==> src/rtl/lru_replacement_unit.sv <==
// True-LRU replacement state for a set-associative cache: per-set age permutation,
// updated on hit/fill and queried for a one-cycle-latency victim way.
module lru_replacement_unit #(
    parameter int unsigned INDEX_WIDTH       = 6,
    parameter int unsigned SET_ASSOCIATIVITY = 2
) (
    input  logic                         clock,
    input  logic                         reset,
    input  logic                         accessEnable,
    input  logic [INDEX_WIDTH-1:0]       accessIndex,
    input  logic [SET_ASSOCIATIVITY-1:0] accessCacheNumber,
    input  logic                         victimRequest,
    input  logic [INDEX_WIDTH-1:0]       victimIndex,
    output logic                         victimValid,
    output logic [SET_ASSOCIATIVITY-1:0] victimCacheNumber
);

    localparam int unsigned NUMBER_OF_SETS   = 2 ** INDEX_WIDTH;
    localparam int unsigned NUMBER_OF_CACHES = 2 ** SET_ASSOCIATIVITY;
    localparam int unsigned SW               = SET_ASSOCIATIVITY;
    localparam int unsigned AW               = NUMBER_OF_CACHES * SW;

    // Way w starts at age NUMBER_OF_CACHES-1-w, so way 0 is the first victim.
    function automatic logic [AW-1:0] reset_ages();
        logic [AW-1:0] r;
        r = '0;
        for (int w = 0; w < int'(NUMBER_OF_CACHES); w++) begin
            r[w*SW +: SW] = SW'(int'(NUMBER_OF_CACHES) - 1 - w);
        end
        return r;
    endfunction

    localparam logic [AW-1:0] RESET_SET = reset_ages();

    logic [AW-1:0] age_q [NUMBER_OF_SETS];

    logic [AW-1:0] access_set;
    logic [AW-1:0] updated_set;
    logic [AW-1:0] victim_set;
    logic [SW-1:0] accessed_age;
    logic [SW-1:0] victim_way;
    logic          forward;

    always_comb begin
        access_set   = age_q[accessIndex];
        accessed_age = '0;
        for (int w = 0; w < int'(NUMBER_OF_CACHES); w++) begin
            if (SW'(w) == accessCacheNumber) begin
                accessed_age = access_set[w*SW +: SW];
            end
        end

        updated_set = access_set;
        for (int w = 0; w < int'(NUMBER_OF_CACHES); w++) begin
            if (SW'(w) == accessCacheNumber) begin
                updated_set[w*SW +: SW] = '0;
            end else if (access_set[w*SW +: SW] < accessed_age) begin
                updated_set[w*SW +: SW] = access_set[w*SW +: SW] + SW'(1);
            end
        end
    end

    // Same-set access and request on one edge: choose from the post-update ages.
    always_comb begin
        forward    = accessEnable && (accessIndex == victimIndex);
        victim_set = forward ? updated_set : age_q[victimIndex];
        victim_way = '0;
        for (int w = 0; w < int'(NUMBER_OF_CACHES); w++) begin
            if (victim_set[w*SW +: SW] == SW'(NUMBER_OF_CACHES - 1)) begin
                victim_way = SW'(w);
            end
        end
    end

    always_ff @(posedge clock or posedge reset) begin
        if (reset) begin
            for (int s = 0; s < int'(NUMBER_OF_SETS); s++) begin
                age_q[s] <= RESET_SET;
            end
        end else if (accessEnable) begin
            age_q[accessIndex] <= updated_set;
        end
    end

    always_ff @(posedge clock or posedge reset) begin
        if (reset) begin
            victimValid       <= 1'b0;
            victimCacheNumber <= '0;
        end else begin
            victimValid <= victimRequest;
            if (victimRequest) begin
                victimCacheNumber <= victim_way;
            end
        end
    end

endmodule

==> config.mk <==
export PLATFORM = sky130hd
export DESIGN_NAME = lru_replacement_unit
export DESIGN_NICKNAME = d
export VERILOG_FILES = /design/src/rtl/lru_replacement_unit.sv
export SDC_FILE = /design/constraint.sdc
export NUM_CORES = 1
export LEC_CHECK = 0
export BUFFER_PORTS_ARGS = -buffer_cell sky130_fd_sc_hd__clkbuf_2
export CAP_MARGIN = 20
export CORE_ASPECT_RATIO = 0.9
export CORE_MARGIN = 2
export CORE_UTILIZATION = 50
export CTS_CLUSTER_DIAMETER = 80
export DETAILED_ROUTE_END_ITERATION = 12
export PLACE_DENSITY = 0.7
export SLEW_MARGIN = 40
export SYNTH_ARGS = -nofsm -noshare
export SYNTH_HDL_FRONTEND = slang
export SYNTH_SLANG_ARGS = --single-unit
==> constraint.sdc <==
create_clock -name clock -period 17.3 [get_ports clock]
set_input_delay 1.73 -clock clock [delete_from_list [all_inputs] [get_ports clock]]
set_output_delay 1.73 -clock clock [all_outputs]
set_load 0.02 [all_outputs]
==> qor.csv <==
metric;value;unit
post-cts resize count;0;
setup TNS;0;ps
non-filler cells, final;3425;
n_diodes;0;
CTS root buf;clkbuf_16;
GRT Util Overall;32.1;%
# rows;79;
Setup Fix Bufs, Post-CTS;0;
final max-slew violation count;0;
post-route ant nets;0;
RSZ-0062 raised after global routing;no;
worst vdd ir;0.0000719;V
initial antenna violation count;2;
share of flip-flops with an asynchronous set or reset;100;%
I/O pin cnt;21;
commonest non-fill, non-tap cell in the layout;nand2_1;
core footprint;51600;µm²
Worst Path Required;17810;ps
CTS Sinks;515;
DR WL/cell;24.8;µm
Routed WL;85100;µm
most frequent cells in the layout;nand2_1 (702), o21ai_0 (435), dfrtp_1 (259);
Tcrit/Tclk final;39.5;%
Primary FF master, synth;dfrtp_1;
internal reg-to-reg setup slack;12750;ps
drt first-iter violations;2713;
worst skew pair latency;620;ps
Die ar.;54000;µm²
leak pwr;10.6;nW
crit path time final;6830;ps
EDFF count, synth;0;
Worst Hold Path Cells;2;
Fmax;0.147;GHz
Die X;245;µm
HP Class;flop to flop;
Vias/cell;6.40;
clock skew;17.8;ps
Pwr per Cell Area;106;nW/µm²
fin nets;2713;
Critical Path End Type;flop;
top fanout value on the critical path;55;
syn_nets;2845;
Arrival @ worst endpoint;7340;ps
worst r2r src;age_q[379]$_DFFE_PP1P_;
Netlist cell types;83;
DIE HEIGHT;221;µm
Synth Register Bits;515;
worst slew pin tran;817;ps
area grow syn2layout;8.07;%
Synth Area per Inst;9.24;µm²
Yosys warning count;0;
final-report hold violation count;0;
critical path type;input pin to flop;
vias in the first global route;20820;
drt first pass iters;6;
vias;21906;
Worst Min Path Start;age_q[336]$_DFFE_PP1P_;
PortBufs;20;
Max-Cap Viols;0;
gpl congestion;0.966;
sequential area share after synthesis;50.6;%
total CTS buffers;54;
largest net degree at the start of global routing;126;
CTS max path bufs;3;
FF-to-FF path depth;13;
end of the worst hold path;age_q[336]$_DFFE_PP1P_;
share of cells above drive strength 1;17.8;%
Max H-tree Level;2;
CTS tree;yes;
first-pass GRT wire length;132000;µm
Setup violations, final;0;
Slew headroom;45.5;%
dpl cells;3323;
hpwl dp;54900;µm
post-cts hold buffer count;0;
CP Launch Type;input pin;
synthesized cell area;26100;µm²
fill cell count;4549;
Residual DRC;0;
Gate Count Post-Synth;2823;
initial core utilization;50.6;%
status;finished, final reports clean;
clock transition at the registers of the reported paths;60;ps
reg2reg end;age_q[435]$_DFFE_PP1P_;
total grt overflow;0;
==> through the flow <==
step | instance area (µm²) | hold WS [ps] | setup WS (ps) | utilization (%) | power [W]
5_1_grt | 28200 | 479 | 10190 | 54.6 | 0.00310
4_1_cts | 28200 | 463 | 10570 | 54.6 | 0.00300
3_5_place_dp | 26300 | 454 | 9890 | 50.9 | 0.00177
6_report | 28200 | 461 | 10470 | 54.6 | 0.00299
2_1_floorplan | 26100 | 442 | 1610 | - | 0.00165
3_3_place_gp | 26200 | 450 | 9600 | 50.7 | 0.00175
==> synthesized netlist by cell type, types with 11 or more instances <==
library cell	number	share of area, %
clkbuf_1	131	1.9
o211ai_1	14	0.40
o21ai_0	435	8.3
a22oi_1	87	2.5
buf_4	33	0.95
buf_6	12	0.52
a21oi_1	23	0.44
mux2i_1	23	0.88
dfstp_2	256	26
a22o_1	17	0.57
a31oi_1	48	1.2
nand2_1	704	10
inv_1	11	0.16
nand3_1	71	1.4
nor3b_1	54	1.6
nor3_1	30	0.58
mux4_2	47	4.1
nand4_1	19	0.46
buf_2	58	1.1
o21ai_1	193	3.7
and3b_1	38	1.3
a221oi_1	14	0.47
dfrtp_1	259	25
a41oi_1	11	0.37
and3_1	12	0.29
nor2_1	53	0.76
==> flip-flops by register name, indices dropped and copies added (netlist names) <==
| signal | count |
|---|---|
| victimCacheNumber | 2 |
| victimValid | 1 |
| age_q | 512 |
==> layer usage <==
| metal | share of wire, % | GRT usage, % | vias to the layer above |
|---|---|---|---|
| met2 | 43 | 47.6 | 1179 |
| li1 | - | - | 9791 |
| met3 | 11 | 7.94 | 255 |
| met5 | 0.013 | 0 | - |
| met4 | 4.9 | 14.7 | 2 |
| met1 | 41 | 44.7 | 10679 |
==> worst max-delay path by stage <==
stage,from,endpoint,depth (start not counted)
2_1_floorplan,reset,age_q[101]$_DFFE_PP0P_,1
3_3_place_gp,accessIndex[1],victimCacheNumber[1]$_DFFE_PP0P_,16
3_5_place_dp,accessIndex[2],age_q[451]$_DFFE_PP1P_,17
4_1_cts,accessIndex[1],age_q[435]$_DFFE_PP1P_,16
5_1_grt,accessIndex[1],age_q[307]$_DFFE_PP1P_,16
6_report,accessIndex[1],age_q[435]$_DFFE_PP1P_,16
==> logic make-up after synthesis <==
logic type | Yosys count | share of synthesized area (%)
compound gates | 897 | 19.9
xor+xnor | 10 | 0.336
fa+ha+maj | 4 | 0.192
buf+inv | 261 | 4.88
flops | 515 | 50.6
mux | 71 | 4.98
simple gates | 1065 | 19.1
==> report_power, final <==
group,internal (W),switching [W]
Combinational,0.000107,0.000222
Clock,0.000734,0.000499
Sequential,0.00135,0.0000830
Total,0.00219,0.000804
==> cell type report <==
type / instances / area [µm²] / share of cell area [%]
tap: 688 / 861 / 3.05
multi-input combinational: 2047 / 11700 / 41.4
clock inverter: 14 / 180 / 0.639
inverter: 12 / 57.6 / 0.204
timing repair buffer: 61 / 512 / 1.81
clock buffer: 88 / 1710 / 6.07
sequential: 515 / 13200 / 46.8
==> critical path, stage by stage <==
cell and delay, ps:
buf_4 490, buf_4 610, buf_4 600, or4bb_1 550
nand4_1 120, o21ai_0 180, o211ai_1 160, nor3_1 140
mux4_2 560, ha_1 370, nor2_1 110, nand4_1 210
xnor2_1 210, nand2_2 560, buf_4 480, o21ai_0 170
Note: power is estimated with default switching activity, not from simulation.
